==> src/rtl/tx_sched_pkg.sv <==
// Shared types and constants for the transmit byte-slot scheduler.
// Optional SKP ordered-set insertion is enabled with `define TX_SCHED_SKP_EN.
package tx_sched_pkg;

`ifdef TX_SCHED_SKP_EN
  typedef enum logic [1:0] {
    ST_IDLE = 2'd0,
    ST_DATA = 2'd1,
    ST_SKP  = 2'd2
  } state_t;
`else
  typedef enum logic [1:0] {
    ST_IDLE = 2'd0,
    ST_DATA = 2'd1
  } state_t;
`endif

  localparam logic [7:0] COM = 8'hBC;
  localparam logic [7:0] SKP = 8'h1C;

  localparam logic [1:0] W8  = 2'b00;
  localparam logic [1:0] W16 = 2'b01;
  localparam logic [1:0] W32 = 2'b10;

  // Reserved width code falls back to a single byte.
  function automatic logic [1:0] norm_width(input logic [1:0] w);
    return (w == 2'b11) ? W8 : w;
  endfunction

  // Slots remaining after the first one of a frame of the given width.
  function automatic logic [1:0] extra_slots(input logic [1:0] w);
    case (w)
      W16:     return 2'd1;
      W32:     return 2'd3;
      default: return 2'd0;
    endcase
  endfunction

endpackage

==> src/rtl/tx_rr_arbiter.sv <==
// Two-input round-robin arbiter. Grants are combinational in the cycle
// where the scheduler allows one; the pointer remembers the last winner.
module tx_rr_arbiter (
  input  logic clk,
  input  logic rst,
  input  logic en,
  input  logic req0,
  input  logic req1,
  output logic gnt0,
  output logic gnt1
);

  // last1 = 1 means requester 1 won last, so requester 0 is favoured.
  logic last1;

  // Grant decode: a lone requester wins, ties go to the one not served last.
  always_comb begin
    gnt0 = en & req0 & (~req1 | last1);
    gnt1 = en & req1 & (~req0 | ~last1);
  end

  // Pointer update on every issued grant.
  always_ff @(posedge clk or negedge rst) begin
    if (!rst) begin
      last1 <= 1'b1;
    end else if (gnt0) begin
      last1 <= 1'b0;
    end else if (gnt1) begin
      last1 <= 1'b1;
    end
  end

endmodule

==> src/rtl/tx_sched.sv <==
// Byte-slot transmit scheduler: sends COM while idle, grants one of two
// requesters at slot boundaries and holds its payload for 1/2/4 slots.
// Optional SKP insertion every SKP_INTERVAL frames: `define TX_SCHED_SKP_EN.
//
// state   | meaning
// IDLE    | sending COM (K=1, 8'hBC)
// DATA    | holding captured payload for 1/2/4 slots
// SKP     | one slot of SKP (K=1, 8'h1C), only with TX_SCHED_SKP_EN
module tx_sched #(
  parameter int SLOT_CYCLES  = 10,
  parameter int SKP_INTERVAL = 8
) (
  input  logic        clk,
  input  logic        rst,
  input  logic        enb,
  input  logic        req0,
  input  logic        req1,
  input  logic [1:0]  w0,
  input  logic [1:0]  w1,
  input  logic [31:0] d0,
  input  logic [31:0] d1,
  output logic        gnt0,
  output logic        gnt1,
  output logic        K,
  output logic [1:0]  dataS,
  output logic [7:0]  dataIn,
  output logic [15:0] dataIn16,
  output logic [31:0] dataIn32,
  output logic        busy
);
  import tx_sched_pkg::*;

  localparam int CW = (SLOT_CYCLES > 1) ? $clog2(SLOT_CYCLES) : 1;
  localparam logic [CW-1:0] SLOT_LAST = CW'(SLOT_CYCLES - 1);

  if (SLOT_CYCLES < 2) begin : g_bad_slot
    $error("SLOT_CYCLES must be at least 2");
  end
  if (SKP_INTERVAL < 1) begin : g_bad_interval
    $error("SKP_INTERVAL must be at least 1");
  end

  state_t        state;
  logic [CW-1:0] slot_cnt;
  logic [1:0]    slots_left;
  logic          decision;
  logic          frame_done;
  logic          skp_due;
  logic          arb_en;
  logic          gnt;
  logic [1:0]    sel_w;
  logic [31:0]   sel_d;

`ifdef TX_SCHED_SKP_EN
  localparam int XW = $clog2(SKP_INTERVAL + 1);
  logic [XW-1:0] xfer_cnt;
`endif

  // Decision-point decode and selection of the winning requester's payload.
  always_comb begin
    decision   = enb && (slot_cnt == SLOT_LAST);
    frame_done = (state != ST_DATA) || (slots_left == 2'd0);
`ifdef TX_SCHED_SKP_EN
    skp_due    = (xfer_cnt >= XW'(SKP_INTERVAL));
`else
    skp_due    = 1'b0;
`endif
    arb_en     = decision && frame_done && !skp_due;
    gnt        = gnt0 | gnt1;
    sel_w      = norm_width(gnt0 ? w0 : w1);
    sel_d      = gnt0 ? d0 : d1;
  end

  tx_rr_arbiter u_arb (
    .clk  (clk),
    .rst  (rst),
    .en   (arb_en),
    .req0 (req0),
    .req1 (req1),
    .gnt0 (gnt0),
    .gnt1 (gnt1)
  );

  // Slot timing, state and registered transmitter outputs; all frozen while enb=0.
  always_ff @(posedge clk or negedge rst) begin
    if (!rst) begin
      state      <= ST_IDLE;
      slot_cnt   <= '0;
      slots_left <= 2'd0;
      busy       <= 1'b0;
      K          <= 1'b1;
      dataS      <= W8;
      dataIn     <= COM;
      dataIn16   <= 16'h0000;
      dataIn32   <= 32'h0000_0000;
`ifdef TX_SCHED_SKP_EN
      xfer_cnt   <= '0;
`endif
    end else if (enb) begin
      slot_cnt <= decision ? '0 : slot_cnt + CW'(1);
      if (decision) begin
        if (!frame_done) begin
          slots_left <= slots_left - 2'd1;
`ifdef TX_SCHED_SKP_EN
        end else if (skp_due) begin
          state    <= ST_SKP;
          busy     <= 1'b1;
          K        <= 1'b1;
          dataS    <= W8;
          dataIn   <= SKP;
          xfer_cnt <= '0;
`endif
        end else if (gnt) begin
          state      <= ST_DATA;
          busy       <= 1'b1;
          K          <= 1'b0;
          dataS      <= sel_w;
          slots_left <= extra_slots(sel_w);
          case (sel_w)
            W16:     dataIn16 <= sel_d[15:0];
            W32:     dataIn32 <= sel_d;
            default: dataIn   <= sel_d[7:0];
          endcase
`ifdef TX_SCHED_SKP_EN
          xfer_cnt <= xfer_cnt + XW'(1);
`endif
        end else begin
          state  <= ST_IDLE;
          busy   <= 1'b0;
          K      <= 1'b1;
          dataS  <= W8;
          dataIn <= COM;
        end
      end
    end
  end

endmodule

==> config.mk <==
export PLATFORM = sky130hd
export DESIGN_NAME = tx_sched
export DESIGN_NICKNAME = d
export VERILOG_FILES = /design/src/rtl/tx_sched_pkg.sv /design/src/rtl/tx_rr_arbiter.sv /design/src/rtl/tx_sched.sv
export SDC_FILE = /design/constraint.sdc
export NUM_CORES = 1
export LEC_CHECK = 0
export CELL_PAD_IN_SITES_DETAIL_PLACEMENT = 1
export CELL_PAD_IN_SITES_GLOBAL_PLACEMENT = 1
export CORE_MARGIN = 8
export CORE_UTILIZATION = 33
export CTS_BUF_LIST = sky130_fd_sc_hd__clkbuf_16
export CTS_CLUSTER_SIZE = 10
export DETAILED_ROUTE_END_ITERATION = 8
export GPL_TIMING_DRIVEN = 0
export HOLD_SLACK_MARGIN = 0.05
export PLACE_DENSITY = 0.76
export REMOVE_ABC_BUFFERS = 1
export SLEW_MARGIN = 20
export SYNTH_ARGS = -nofsm -noshare
export SYNTH_HDL_FRONTEND = slang
export SYNTH_SLANG_ARGS = --single-unit
==> constraint.sdc <==
create_clock -name clk -period 3.4 [get_ports clk]
set_input_delay 0.68 -clock clk [delete_from_list [all_inputs] [get_ports clk]]
set_output_delay 0.68 -clock clk [all_outputs]
set_load 0.05 [all_outputs]
Word-level counts from Yosys, hierarchy flattened
Cells that the tools add are included.
Cells by class
  $add $sub $neg: 2
  equal/unequal tests: 7
  mux-type cells: 15
  bitwise gates (word level): 10
  reduce and logical (&&, ||, !) cells: 11
Operator list (count)
  32-bit two-way mux: 1
  8-bit two-way mux: 2
  2-bit two-way mux: 5
  5-bit AND reduction: 2
  3-bit AND reduction: 2
  1-bit two-way mux: 5
  4-bit by 1-bit adder with 4-bit output (second input constant): 1
  1-bit AND: 4
  2-bit equality test (second input constant): 2
  4-bit equality test (second input constant): 1
  4-bit two-way mux: 1
  2-bit by 1-bit inequality test with 1-bit output (second input constant): 2
  2-bit case mux with 2 select lines: 1
  4-bit AND reduction: 1
  1-bit inverter: 3
  1-bit bitwise OR: 3
  2-bit by 1-bit equality test with 1-bit output (second input constant): 1
  1-bit logical AND: 2
  2-bit logical NOT: 1
  2-bit inequality test (second input constant): 1
  2-bit nonzero test: 1
  2-bit OR reduction: 1
  2-bit by 1-bit subtractor with 2-bit output (second input constant): 1
  1-bit logical OR: 1
Storage, ports and cells
  bits in registers: 69
  input bits: 73
  output and inout bits: 62

Logic depth before layout (Yosys ltp)
  depth after elaboration: 12
  gate-level depth with buffers: 12

Hierarchy
Synthesis repeated with hierarchy kept, for this count alone.
Second synthesis, totals
  cells, all modules: 229
  area, all modules: 3338.2 µm²
By module, submodules not included
  tx_sched: times used 1, cells an instance 221, area an instance 3275.6 µm²
  tx_rr_arbiter: times used 1, cells an instance 8, area an instance 62.6 µm²

Least setup slack after synthesis
OpenSTA, ideal clock, no wires.
  path type: input to register
  from: input enb
  to: register dataIn32[9]
  data arrival time: 2.514 ns
  data required time: 3.277 ns
  setup slack: 0.763 ns
  stages: 11
  cells stage by stage: buf_4 -> nand4b_4 -> nor2_4 -> nand2_1 -> mux2_2 -> ha_1 -> and4_4 -> buf_6 -> buf_6 -> or2_1 -> o221a_2
On the way
  longest elaborated chain between the ends: 9
RTL lines
  start, declared: RTL line tx_sched.sv:15  | input logic enb,
  1-bit logical AND: RTL line tx_sched.sv:61  | decision = enb && (slot_cnt == SLOT_LAST);
  1-bit logical AND: RTL line tx_sched.sv:68  | arb_en = decision && frame_done && !skp_due;
  1-bit AND (2 in series): RTL line tx_rr_arbiter.sv:18  | gnt0 = en & req0 & (~req1 | last1);
  2-bit two-way mux: RTL line tx_sched.sv:70  | sel_w = norm_width(gnt0 ? w0 : w1);
  2-bit equality test: RTL line tx_sched_pkg.sv:27  | return (w == 2'b11) ? W8 : w;
  2-bit two-way mux: RTL line tx_sched_pkg.sv:27
  2-bit equality test: RTL line tx_sched.sv:119  | case (sel_w)
  5-bit AND reduction (no line)
  end signal, assigned: RTL line tx_sched.sv:121  | W32: dataIn32 <= sel_d;
  end, declared: RTL line tx_sched.sv:28  | output logic [31:0] dataIn32,
Several ways; a longest one is shown, not always the timed one.
A chain may end at the register's enable or synchronous reset.

Final worst setup path
  from: input req0
  to: output gnt0
On the way
  longest elaborated chain between the ends: 2
RTL lines
  start, declared: RTL line tx_sched.sv:16  | input logic req0,
  1-bit AND (2 in series): RTL line tx_rr_arbiter.sv:18
  end, declared: RTL line tx_sched.sv:22  | output logic gnt0,
No other way between the ends.

==> results.md <==
- Highest cell delay on the worst timing path: 550 ps
- Share of cells above drive strength 1: 0.3149
- Yosys Warn Count: 0
- Row count: 36
- Total Neg Setup Slack: 0 ps
- Fmax: 314.0 MHz
- Die area: 13,460 um2
- Wirelength per Cell: 22.09 um
- Cells after DPL: 525
- Post-synth ARST share: 1.000
- Top cell type's share of synthesized area: 0.4547
- Max cap viols: 0
- Largest cells by area after synthesis: dfrtp_1 (45%), o221a_2 (16%), or2_2 (6.8%)
- DRC: 0
- Htree depth: 3
- Number of global-route vias before repair: 3,274
- Port Buffers: 134
- WL final: 12,130 um
- Reg2Reg Setup Slack: 390 ps
- Top Layer Used: met4
- Die Wd: 116.0 um
- Antenna-violating nets left: 0
- DRT Pass-1 Iters: 4
- Largest net degree at the start of global routing: 45
- Clk buf depth: 2
- Top cells by count, synth: dfrtp_1 (60), o221a_2 (47), or2_2 (36)
- CP max-delay cell: clkdlybuf4s50_1
- CTS Buf Count: 9
- Synth Register Bits: 67
- NetSw: 1.991 mW
- RSZ-0062 raised after global routing: no
- Final #Nets: 491
- Int Pwr: 2.615 mW
- Worst skew pair latency: 330 ps
- Clk network pwr share: 0.200
- Leading area contributor after synthesis: dfrtp_1
- Post-synth EDFFs: 0
- Status: completed
- Crit path kind: in -> out
- Gr usage total: 0.1807
- Core box area: 9729 um2
- Initial DRC Count: 83
- Vias per std cell: 5.231
- Hold_buf cts: 0
- Vias: 2,872
- Period utilization: 0.9367
- Gate power share: 0.509
- Worst VDD drop: 0.0004877 V
- Max-slew violations: 0
- Die Height: 116.0 um
- Antenna violations before repair: 0
- Sequential element share of the synthesized area: 0.5104
- Endpoint class of the critical path: output port
- Synth unique cells: 41
- Mapped Area: 3302 um2
- Critical path buffer and inverter count: 3
- Final Hold Fails: 0
- GPL Wtd Cong: 0.7795
- Switching share of power: 0.4323
- Most common cell in the netlist: dfrtp_1
- Worst-path cell chain: clkdlybuf4s50_1, a21boi_2, nand2_1, inv_1, dlygate4sd2_1
- Avg Cell Area, Syn: 12.05 um2
- Crit start category: primary input
- Critical Path RT: 2720 ps
- Design Area, Final: 5189 um2
- Min-Delay Path Class: in -> async
- Final setup vio count: 0
- Synthesized instance count: 274
- Post-Layout Cell Count: 549
- Clock Sinks: 67
- CTS tree: yes
- Slew headroom: 0.4577
- Worst-margin pin slew: 813.4 ps
- WL met2: 6325 um
- N_diodes: 0
- Clock Tree Root: clkbuf_16
- DRT met1 WL: 4870 um
- WP data arrival: 2500 ps
- Clock transition at path regs: 50 ps
- Ys flop type: dfrtp_1
- First-pass GRT wire length: 18,710 um
- Stages on worst setup path: 5
- Sequential Power Share: 0.291
- P_leak: 2.149 nW
- Cell family with most CP delay: buffers and inverters
- Metal3 WL: 773 um
- Initial Utilization: 0.3394
- Total grt overflow: 0
- Synthesis-to-layout area growth: 57.14%
- Worst Path Max Fanout: 6
- Post-DP HPWL: 8092 um
- Post-DP Area: 4758 um2
- Final min period: 3185 ps
- R2r worst-path depth: 10
- Clock skew: 11.03 ps
- WHS: 268.4 ps
- I/O pins: 135
- PwrDens: 887.6 nW/um2
==> power by group through the flow <==
stage	sequential, mW	clock [mW]	combinational, mW
after floorplan	2.28	0	0.542
after global routing	1.39	0.976	2.45
final	1.34	0.923	2.34
after global placement	1.33	0	2.27
after detailed placement	1.34	0	2.34
after CTS	1.34	0.939	2.36
==> area by class of cell <==
| type | count | area [um2] |
|---|---|---|
| Clock buffer | 9 | 225.2 |
| Sequential cell | 67 | 1685 |
| Inverter | 8 | 30.03 |
| Clock inverter | 7 | 70.07 |
| Tap cell | 133 | 166.4 |
| Multi-Input combinational cell | 183 | 1548 |
| Timing Repair Buffer | 142 | 1464 |
| Fill cell | 1027 | 4541 |
==> repair_timing <==
| action | 4_1_cts | 5_1_grt |
|---|---|---|
| endpoints found under the setup margin | 40 | 47 |
| resized for setup | 7 | 5 |
| gates cloned | 1 | 1 |
| hold endpoints to repair | 0 | 0 |
| setup buffers | 0 | 6 |
==> registers in the layout, indices dropped and copies added, names as in the netlist <==
name         flops
K                1
dataIn           8
dataIn16        16
dataIn32        32
dataS            2
slot_cnt         4
slots_left       2
state            1
u_arb.last1      1
==> path summary, 6_finish.rpt <==
kind / start / endpoint
hold / removal: rst / slot_cnt[2]
min in group clk: dataS[0] / dataS[0]
max in group asynchronous: rst / dataIn32[14]
setup reg to reg: slot_cnt[1] / dataIn32[6]
setup / recovery: req0 / gnt0
hold reg to reg: dataS[0] / dataS[0]
==> per-layer routing <==
metal	vias to the layer above	global-route usage
met2	85	0.3148
li1	1309	-
met3	16	0.05419
met1	1462	0.2101
met5	-	0
met4	0	0.04927
==> kinds of logic (layout without fill, tap and decap cells) <==
group,Yosys count,count (layout),synth area share
and+or+nand+nor,87,89,0.1694
adders and majority gates,7,7,0.02652
DFF,67,67,0.5104
AOI/OAI and AO/OA,81,81,0.2330
muxes,5,5,0.01591
xor gates and xnor gates,1,1,0.002653
buffers and inverters,26,166,0.04206
==> cell usage in the layout (no fill, tap or decap), types with 4 or more instances in the layout <==
master	instances
buf_4	5
clkbuf_16	9
clkdlybuf4s50_1	130
dfrtp_1	60
dfstp_2	7
ha_1	6
inv_1	9
nand2_1	15
nor2_1	4
o21a_1	6
o21ai_0	10
o221a_2	47
o22a_1	5
or2_0	4
or2_1	9
or2_2	36
==> per-stage QoR <==
stage	worst slack, ps	power (mW)	utilization
floorplan	525.1	2.818	-
global placement	-1117	3.601	0.4832
detailed placement	-447.2	3.681	0.4891
CTS	62.75	4.640	0.5230
global route	122.2	4.816	0.5333
finish	215.2	4.606	0.5333
Power figures use the tool's default switching activity.
